**src/rtl/wallace_mul16_seq.sv**
```systemverilog
// Sequential 16x16 multiplier built around one combinational 8x8 Wallace
// product unit. The four byte partial products go through the shared unit,
// one per cycle, and are summed into a 32-bit accumulator. Signed operands
// are handled as magnitudes, and the sign is applied to the final sum.

// 8x8 unsigned product: eight shifted AND rows reduced by 3:2 carry-save
// layers (8 -> 6 -> 4 -> 3 -> 2), then one carry-propagate add.
module wallace_8x8_product (
    input  logic [7:0]  x,
    input  logic [7:0]  y,
    output logic [15:0] p
);
    logic [7:0][15:0] pp;
    logic [15:0] s1a, c1a, s1b, c1b;
    logic [15:0] s2a, c2a, s2b, c2b;
    logic [15:0] s3, c3, s4, c4;

    // Every row and every carry vector is no larger than the final product,
    // and the product fits in 16 bits. The carry shifts can therefore be
    // truncated to 16 bits without losing information.
    function automatic logic [15:0] sum3(input logic [15:0] u, v, w);
        return u ^ v ^ w;
    endfunction

    function automatic logic [15:0] car3(input logic [15:0] u, v, w);
        return ((u & v) | (u & w) | (v & w)) << 1;
    endfunction

    // Partial product rows: row i is x gated by y[i], shifted left by i.
    always_comb begin
        for (int i = 0; i < 8; i++)
            pp[i] = {8'b0, x & {8{y[i]}}} << i;
    end

    // Carry-save reduction tree.
    always_comb begin
        s1a = sum3(pp[0], pp[1], pp[2]);
        c1a = car3(pp[0], pp[1], pp[2]);
        s1b = sum3(pp[3], pp[4], pp[5]);
        c1b = car3(pp[3], pp[4], pp[5]);
        s2a = sum3(s1a, c1a, s1b);
        c2a = car3(s1a, c1a, s1b);
        s2b = sum3(c1b, pp[6], pp[7]);
        c2b = car3(c1b, pp[6], pp[7]);
        s3  = sum3(s2a, c2a, s2b);
        c3  = car3(s2a, c2a, s2b);
        s4  = sum3(s3, c3, c2b);
        c4  = car3(s3, c3, c2b);
        p   = s4 + c4;
    end
endmodule

module wallace_mul16_seq #(
    parameter bit SIGNED_EN = 1'b1
) (
    input  logic        clk,
    input  logic        clrn,
    input  logic        in_valid,
    output logic        in_ready,
    input  logic [15:0] a,
    input  logic [15:0] b,
    input  logic        is_signed,
    output logic        out_valid,
    input  logic        out_ready,
    output logic [31:0] z,
    output logic        busy
);
    typedef enum logic [1:0] {IDLE, MUL, DONE} state_t;

    state_t      state, state_nxt;
    logic [1:0]  step;
    logic [31:0] acc, acc_next, res_fin;
    logic [15:0] ma, mb, abs_a, abs_b;
    logic        neg, sgn_mode, load;
    logic        ia, ib;
    logic [7:0]  mx, my;
    logic [15:0] p16;
    logic [4:0]  shamt;

    wallace_8x8_product u_w8 (
        .x (mx),
        .y (my),
        .p (p16)
    );

    // State register.
    always_ff @(posedge clk or negedge clrn) begin
        if (!clrn) state <= IDLE;
        else       state <= state_nxt;
    end

    // Next state and the handshake outputs decoded from state.
    always_comb begin
        state_nxt = state;
        in_ready  = 1'b0;
        out_valid = 1'b0;
        busy      = 1'b1;
        load      = 1'b0;
        case (state)
            IDLE: begin
                in_ready = 1'b1;
                busy     = 1'b0;
                if (in_valid) begin
                    load      = 1'b1;
                    state_nxt = MUL;
                end
            end
            MUL: if (step == 2'd3) state_nxt = DONE;
            DONE: begin
                out_valid = 1'b1;
                if (out_ready) state_nxt = IDLE;
            end
            default: state_nxt = IDLE;
        endcase
    end

    // Operand magnitudes, byte selection and the accumulate / sign-fix datapath.
    // The 8x8 inputs follow ma/mb ungated, because they are only used in MUL.
    always_comb begin
        sgn_mode = SIGNED_EN && is_signed;
        abs_a    = a[15] ? (~a + 16'd1) : a;
        abs_b    = b[15] ? (~b + 16'd1) : b;
        ia       = step[0];
        ib       = step[1];
        mx       = ia ? ma[15:8] : ma[7:0];
        my       = ib ? mb[15:8] : mb[7:0];
        shamt    = {({1'b0, ia} + {1'b0, ib}), 3'b000};
        acc_next = acc + ({16'b0, p16} << shamt);
        res_fin  = neg ? (~acc_next + 32'd1) : acc_next;
    end

    // Operand capture, step counter, accumulator and result register.
    always_ff @(posedge clk or negedge clrn) begin
        if (!clrn) begin
            ma   <= '0;
            mb   <= '0;
            neg  <= 1'b0;
            step <= '0;
            acc  <= '0;
            z    <= '0;
        end else if (load) begin
            ma   <= sgn_mode ? abs_a : a;
            mb   <= sgn_mode ? abs_b : b;
            neg  <= sgn_mode && (a[15] ^ b[15]);
            step <= '0;
            acc  <= '0;
        end else if (state == MUL) begin
            acc  <= acc_next;
            step <= step + 2'd1;
            if (step == 2'd3) z <= res_fin;
        end
    end
endmodule

```
**config.mk**
```make
export PLATFORM = sky130hd
export DESIGN_NAME = wallace_mul16_seq
export DESIGN_NICKNAME = d
export VERILOG_FILES = /design/src/rtl/wallace_mul16_seq.sv
export SDC_FILE = /design/constraint.sdc
export NUM_CORES = 1
export LEC_CHECK = 0
export CORE_MARGIN = 3
export CORE_UTILIZATION = 55
export CTS_BUF_LIST = sky130_fd_sc_hd__clkbuf_4 sky130_fd_sc_hd__clkbuf_8 sky130_fd_sc_hd__clkbuf_16
export CTS_CLUSTER_SIZE = 40
export DETAILED_ROUTE_END_ITERATION = 12
export PLACE_DENSITY_LB_ADDON = 0.12
export REMOVE_ABC_BUFFERS = 1
export SYNTH_ARGS = -nofsm -noshare
export SYNTH_HDL_FRONTEND = slang
export SYNTH_SLANG_ARGS = --single-unit
```
**constraint.sdc**
```tcl
create_clock -name clk -period 7.41 [get_ports clk]
set_input_delay 1.482 -clock clk [delete_from_list [all_inputs] [get_ports clk]]
set_output_delay 1.482 -clock clk [all_outputs]
set_load 0.02 [all_outputs]
```
==> results of run 1 <==
-- timing repair --
action / CTS / global route
pin swaps: 20 / 62
buffers inserted: 9 / 24
setup endpoints to repair: 11 / 23
cloned: 1 / 0
gates resized for setup: 16 / 105
hold buffers: 0 / 0
-- registers in the layout, summed over array words and instances (netlist names) --
| name | flops |
|---|---|
| acc | 32 |
| ma | 16 |
| mb | 16 |
| neg | 1 |
| state | 2 |
| step | 2 |
| z | 32 |
-- stage by stage --
stage	std cells	cell area [sq um]	setup slack, ps
2_1_floorplan	1076	9195	-293.2
3_3_place_gp	1507	11250	-124.6
3_5_place_dp	1507	11250	-208.0
4_1_cts	1533	11750	1.128
5_1_grt	1557	12420	-397.5
6_report	1557	12420	-57.19
-- per-layer routing --
metal	vias up	track usage
li1	4349	-
met1	4280	0.3472
met2	217	0.4795
met3	47	0.02463
met4	0	0.1030
met5	-	0
-- worst reg2reg max path, delay by kind of cell, from the launching register on --
family	cells	cell delay, ps
buf+inv	7	810
compound gates	10	1790
mux	1	210
simple gates	9	1450
fa+ha+maj	6	2320
flops	1	430
xor+xnor	2	310
-- worst max path at each step --
| stage | start | to | slack [ps] | depth (start not counted) |
|---|---|---|---|---|
| after floorplan | step[1]$_DFFE_PN0P_ | z[31]$_DFFE_PN0P_ | -290 | 29 |
| after global routing | step[0]$_DFFE_PN0P_ | z[30]$_DFFE_PN0P_ | -400 | 33 |
| after CTS | step[0]$_DFFE_PN0P_ | z[28]$_DFFE_PN0P_ | 1 | 32 |
| after detailed placement | step[1]$_DFFE_PN0P_ | z[31]$_DFFE_PN0P_ | -210 | 32 |
| after global placement | step[1]$_DFFE_PN0P_ | z[31]$_DFFE_PN0P_ | -120 | 30 |
| final | step[1]$_DFFE_PN0P_ | z[31]$_DFFE_PN0P_ | -60 | 35 |
-- layout make-up --
type,instances,area (sq um)
Fill cell,1266,4220
Inverter,60,225.2
Clock buffer,12,260.3
Multi-Input combinational cell,915,6980
Clock inverter,4,55.05
Tap cell,220,275.3
Sequential cell,101,2529
Timing Repair Buffer,245,2097
-- placed cells by master, fill, tap and decap left out, types with 17 or more instances in the layout --
| cell | instances |
|---|---|
| nand2_1 | 163 |
| buf_4 | 162 |
| o21ai_0 | 104 |
| dfrtp_1 | 100 |
| nor2_1 | 93 |
| clkdlybuf4s50_1 | 70 |
| inv_1 | 56 |
| ha_1 | 48 |
| nand3_1 | 47 |
| xnor2_1 | 42 |
| xor2_1 | 40 |
| fa_1 | 36 |
| a21oi_1 | 32 |
| mux2i_1 | 17 |
| nor3_1 | 17 |
-- logic make-up after synthesis --
kind of cell,after synthesis,synth area share
AOI/OAI and AO/OA,264,0.1812
xor gates and xnor gates,88,0.08481
adders and majority gates,100,0.1651
buffers and inverters,112,0.04553
DFF,101,0.2689
muxes,33,0.03635
and+or+nand+nor,430,0.2181
==> impl_metrics.ini, run 1 <==
[floorplan]
row_count = 47
initial_core_util = 0.5647
core_sq_um = 16640
dieHeight_um = 136.7
die_w_um = 136.7
die_area_sq_um = 18690
io_pins = 72

[grt]
antenna_found_initial = 0
grt_max_degree = 101
grt_pass1_wl_um = 40590
grtUsageTotal = 0.2725
first_global_vias = 8353
overflow = 0

[layout]
drive_above_1_share = 0.2281
antenna-diode-count = 0
final_nets = 1469
area_delta_synth_final_pct = 32.18
final_util = 0.7464

[critical_path]
r2r_slack_ps = -60
cp_top_family = adder cells
cp_max_fo = 5
regToRegStartpoint = step[1]$_DFFE_PN0P_
worstSetupPathType = flip-flop to flip-flop
worstSetupStartpointType = flip-flop
crit_arrival_ps = 7690
critPathSlowestCell = fa_2
end_kind = flip-flop
r2r_cells = 35
crit_top_cell = a21oi_2
max_stage_delay_ps = 550
path_buf_inv = 7
reg2reg_to = z[31]$_DFFE_PN0P_
cp.required_ps = 7640

[yosys]
synth_top_area_cell = dfrtp_1
synth.distinct_cells = 81
synth_top_cell_area_share = 0.2689
synth_area_leaders = dfrtp_1 27%, fa_1 8.5%, ha_1 8.0%
syn_area_sq_um = 9398
synthArstFlopShare = 1.000
seq_area_frac_synth = 0.2689
synthTopCellsByCount = 169 x nand2_1, 112 x o21ai_0, 101 x dfrtp_1, 98 x nor2_1
synth-edff-count = 0
synth_seq_cells = 101
synth_most_common_cell = nand2_1
syn_inst = 1128
ys.warnings.count = 0
synth_flop_cell = dfrtp_1
syn_area_per_cell_sq_um = 8.331

[clocking]
cts_buffers = 9
worst_skew_pair.late_latency_ps = 360
clk_pin_slew_ps = 70
ctsRootBufferMaster = clkbuf_16
cts_tree = done
clockBufferDepth = 2
h-tree-depth = 3
clock_sink_count = 101

[routing]
drt-vias-per-instance = 5.712
met2_length_um = 12940
wl_met3_um = 857
drc = 0
first_iter_violations = 606
num_vias = 8893
totalWireLength_um = 25830
antenna_left = 0
met1_length_um = 11350
highest_layer = met4
drt_first_pass_iters = 6
wl_per_cell_um = 16.59

[timing]
fin_crit_sh = 1.008
fin_tns_setup_ps = -111.3
finalCriticalPeriod_ps = 7467
worst_pin_slew_ps = 1293
rsz0062_at_grt = yes
max_slew_margin = 0.1379
finalClockSkew_ps = 11.16
setup_viol = 4
timing.hold.ws_ps = 476.7
final_max_slew_viol_count = 0
setup_ws_ps = -57.19
fmax_mhz = 133.9
hold_viol_final = 0

[hold_path]
hold_end = z[18]$_DFFE_PN0P_
hold_path_startpoint = z[18]$_DFFE_PN0P_
hold_class = flip-flop to flip-flop
whs_path_depth = 2

[placement]
hpwl_um = 19380
io_buffers = 71
routabilityCongestion = 0.9258

[status]
outcome = complete, but fails checks
violations = setup timing

[run]
maxCapViolations = 0
Power of run 1 is not shown: default switching activity piles up to over one toggle a cycle in this logic, so the estimate is an artifact.
==> run 2, diff against run 1 <==
--- a/config.mk
+++ b/config.mk
@@ -5,11 +5,14 @@
 export SDC_FILE = /design/constraint.sdc
 export NUM_CORES = 1
 export LEC_CHECK = 0
+export CELL_PAD_IN_SITES_DETAIL_PLACEMENT = 0
+export CELL_PAD_IN_SITES_GLOBAL_PLACEMENT = 1
 export CORE_MARGIN = 3
-export CORE_UTILIZATION = 55
+export CORE_UTILIZATION = 41
 export CTS_BUF_LIST = sky130_fd_sc_hd__clkbuf_4 sky130_fd_sc_hd__clkbuf_8 sky130_fd_sc_hd__clkbuf_16
 export CTS_CLUSTER_SIZE = 40
 export DETAILED_ROUTE_END_ITERATION = 12
+export HOLD_SLACK_MARGIN = 0.12
 export PLACE_DENSITY_LB_ADDON = 0.12
 export REMOVE_ABC_BUFFERS = 1
 export SYNTH_ARGS = -nofsm -noshare
==> run 2 against run 1 <==
  * The flow now finishes without violations
  * Non-clock buffer count is 14 higher
  * Critical path depth is 3 lower
  * Routed wire length is 1.0% higher
==> impl_metrics.ini, run 2 (synthesized netlist as in run 1, its figures left out) <==
[status]
outcome = finished, final reports clean

[placement]
hpwl_um = 20090
io_buffers = 71
routabilityCongestion = 0.8474

[floorplan]
core_sq_um = 22160
die_area_sq_um = 24770
dieHeight_um = 157.4
die_w_um = 157.4
io_pins = 72
row_count = 54
initial_core_util = 0.4241

[critical_path]
crit_top_cell = fa_1
r2r_slack_ps = 50
r2r_cells = 32
critPathSlowestCell = fa_1
reg2reg_to = z[31]$_DFFE_PN0P_
worstSetupStartpointType = flip-flop
regToRegStartpoint = step[0]$_DFFE_PN0P_
max_stage_delay_ps = 540
cp_max_fo = 7
worstSetupPathType = flip-flop to flip-flop
cp.required_ps = 7640
crit_arrival_ps = 7590
end_kind = flip-flop

[layout]
reg.largest.list = acc: 32 flops, z: 32 flops
final_common_cell = buf_4
fillerInstances = 2090
antenna-diode-count = 0
drive_above_1_share = 0.2420
final_util = 0.5711
mostFrequentLayoutCells = 176 x buf_4, 166 x nand2_1, 104 x o21ai_0
area_delta_synth_final_pct = 34.67
final_nets = 1483

[timing]
finalClockSkew_ps = 10.34
finalCriticalPeriod_ps = 7362
fmax_mhz = 135.8
hold_viol_final = 0
worst_pin_slew_ps = 779.5
final_max_slew_viol_count = 0
setup_viol = 0
max_slew_margin = 0.4785
rsz0062_at_grt = yes
fin_crit_sh = 0.9935

[grt]
overflow = 0
grtUsageTotal = 0.2150
antenna_found_initial = 0
first_global_vias = 8344
grt_pass1_wl_um = 42570
grt_max_degree = 70

[clocking]
h-tree-depth = 3
worst_skew_pair.late_latency_ps = 360
cts_hold_buf = 0
clk_pin_slew_ps = 70
ctsRootBufferMaster = clkbuf_16
clockBufferDepth = 2
clock_sink_count = 101
cts_tree = done
cts_buffers = 9

[hold_path]
hold_path_startpoint = z[13]$_DFFE_PN0P_
hold_end = z[13]$_DFFE_PN0P_
hold_class = flip-flop to flip-flop
whs_path_depth = 2

[routing]
drt_first_pass_iters = 5
first_iter_violations = 438
drt-vias-per-instance = 5.239
totalWireLength_um = 26090
wl_per_cell_um = 16.00
num_vias = 8545
drc = 0
antenna_left = 0

[run]
maxCapViolations = 0
[run 2: cell types whose count changed in the layout (fill, tap and decap cells not counted), moves of 3 or more]
| cell | before | now |
|---|---|---|
| o31ai_2 | 1 | 4 |
| buf_4 | 162 | 176 |
| nand2b_4 | 0 | 3 |
| nand2_1 | 163 | 166 |
| o21ai_2 | 1 | 4 |
| nand2b_1 | 14 | 11 |
| nand2_2 | 6 | 3 |
[run 2: worst max-delay path by stage]
stage                                    from           endpoint  slack, ps  cells after the start
after floorplan           step[1]$_DFFE_PN0P_  z[31]$_DFFE_PN0P_       -290                     29
after global placement    step[1]$_DFFE_PN0P_  z[31]$_DFFE_PN0P_       -270                     31
after detailed placement  step[1]$_DFFE_PN0P_  z[31]$_DFFE_PN0P_       -250                     31
after CTS                 step[0]$_DFFE_PN0P_  z[31]$_DFFE_PN0P_         -1                     32
after global routing      step[0]$_DFFE_PN0P_  z[31]$_DFFE_PN0P_       -300                     32
final                     step[0]$_DFFE_PN0P_  z[31]$_DFFE_PN0P_         50                     32
[run 2: critical path, delay by kind of cell, from the launching register on]
family / cells / cell delay [ps]
DFF: 1 / 420
buffers and inverters: 7 / 800
adders and majority gates: 6 / 2660
muxes: 2 / 400
and+or+nand+nor: 7 / 1330
AOI/OAI and AO/OA: 7 / 1180
xor gates and xnor gates: 3 / 400
[run 2: area by class of cell]
type	instances	area, sq um	area share
well taps	280	350.3	0.02768
inverters	60	225.2	0.01780
clock inverters	4	55.05	0.004350
clock buffers	12	266.5	0.02106
flip-flops and latches	101	2529	0.1998
multi-input cells	915	7018	0.5545
repair buffers	259	2212	0.1748
[run 2: metal layers]
metal  wire length (um)  up-vias  track usage
li1                   -     4371            -
met1              11830     4010       0.2841
met2              13090      141       0.3731
met3                683       23      0.02832
met4                486        0      0.05537
met5                  0        -            0
[run 2: through the flow]
| stage | instances | instance area [sq um] | TNS [ps] | setup WS (ps) | hold WS (ps) |
|---|---|---|---|---|---|
| floorplan | 1076 | 9195 | -1698 | -293.2 | 449.2 |
| global placement | 1582 | 11440 | -1082 | -274.5 | 459.9 |
| detailed placement | 1582 | 11440 | -858.2 | -251.2 | 469.3 |
| CTS | 1620 | 12290 | -1.280 | -1.280 | 485.4 |
| global route | 1631 | 12660 | -2666 | -304.1 | 503.0 |
| finish | 1631 | 12660 | 0 | 47.94 | 475.9 |
[run 2: timing repair]
item	4_1_cts	5_1_grt
pin swaps	50	44
gates resized for setup	64	64
setup endpoints to repair	9	21
cloned	1	0
buffers inserted	21	11
Power of run 2 is left out for the same reason.
==> run 3, diff against run 2 <==
--- a/config.mk
+++ b/config.mk
@@ -10,7 +10,7 @@
 export CORE_MARGIN = 3
 export CORE_UTILIZATION = 41
 export CTS_BUF_LIST = sky130_fd_sc_hd__clkbuf_4 sky130_fd_sc_hd__clkbuf_8 sky130_fd_sc_hd__clkbuf_16
-export CTS_CLUSTER_SIZE = 40
+export CTS_CLUSTER_SIZE = 25
 export DETAILED_ROUTE_END_ITERATION = 12
 export HOLD_SLACK_MARGIN = 0.12
 export PLACE_DENSITY_LB_ADDON = 0.12
==> results of run 3 <==
Final layout, timing and power as in run 2 (identical DEF).
Power of run 3 is left out for the same reason.
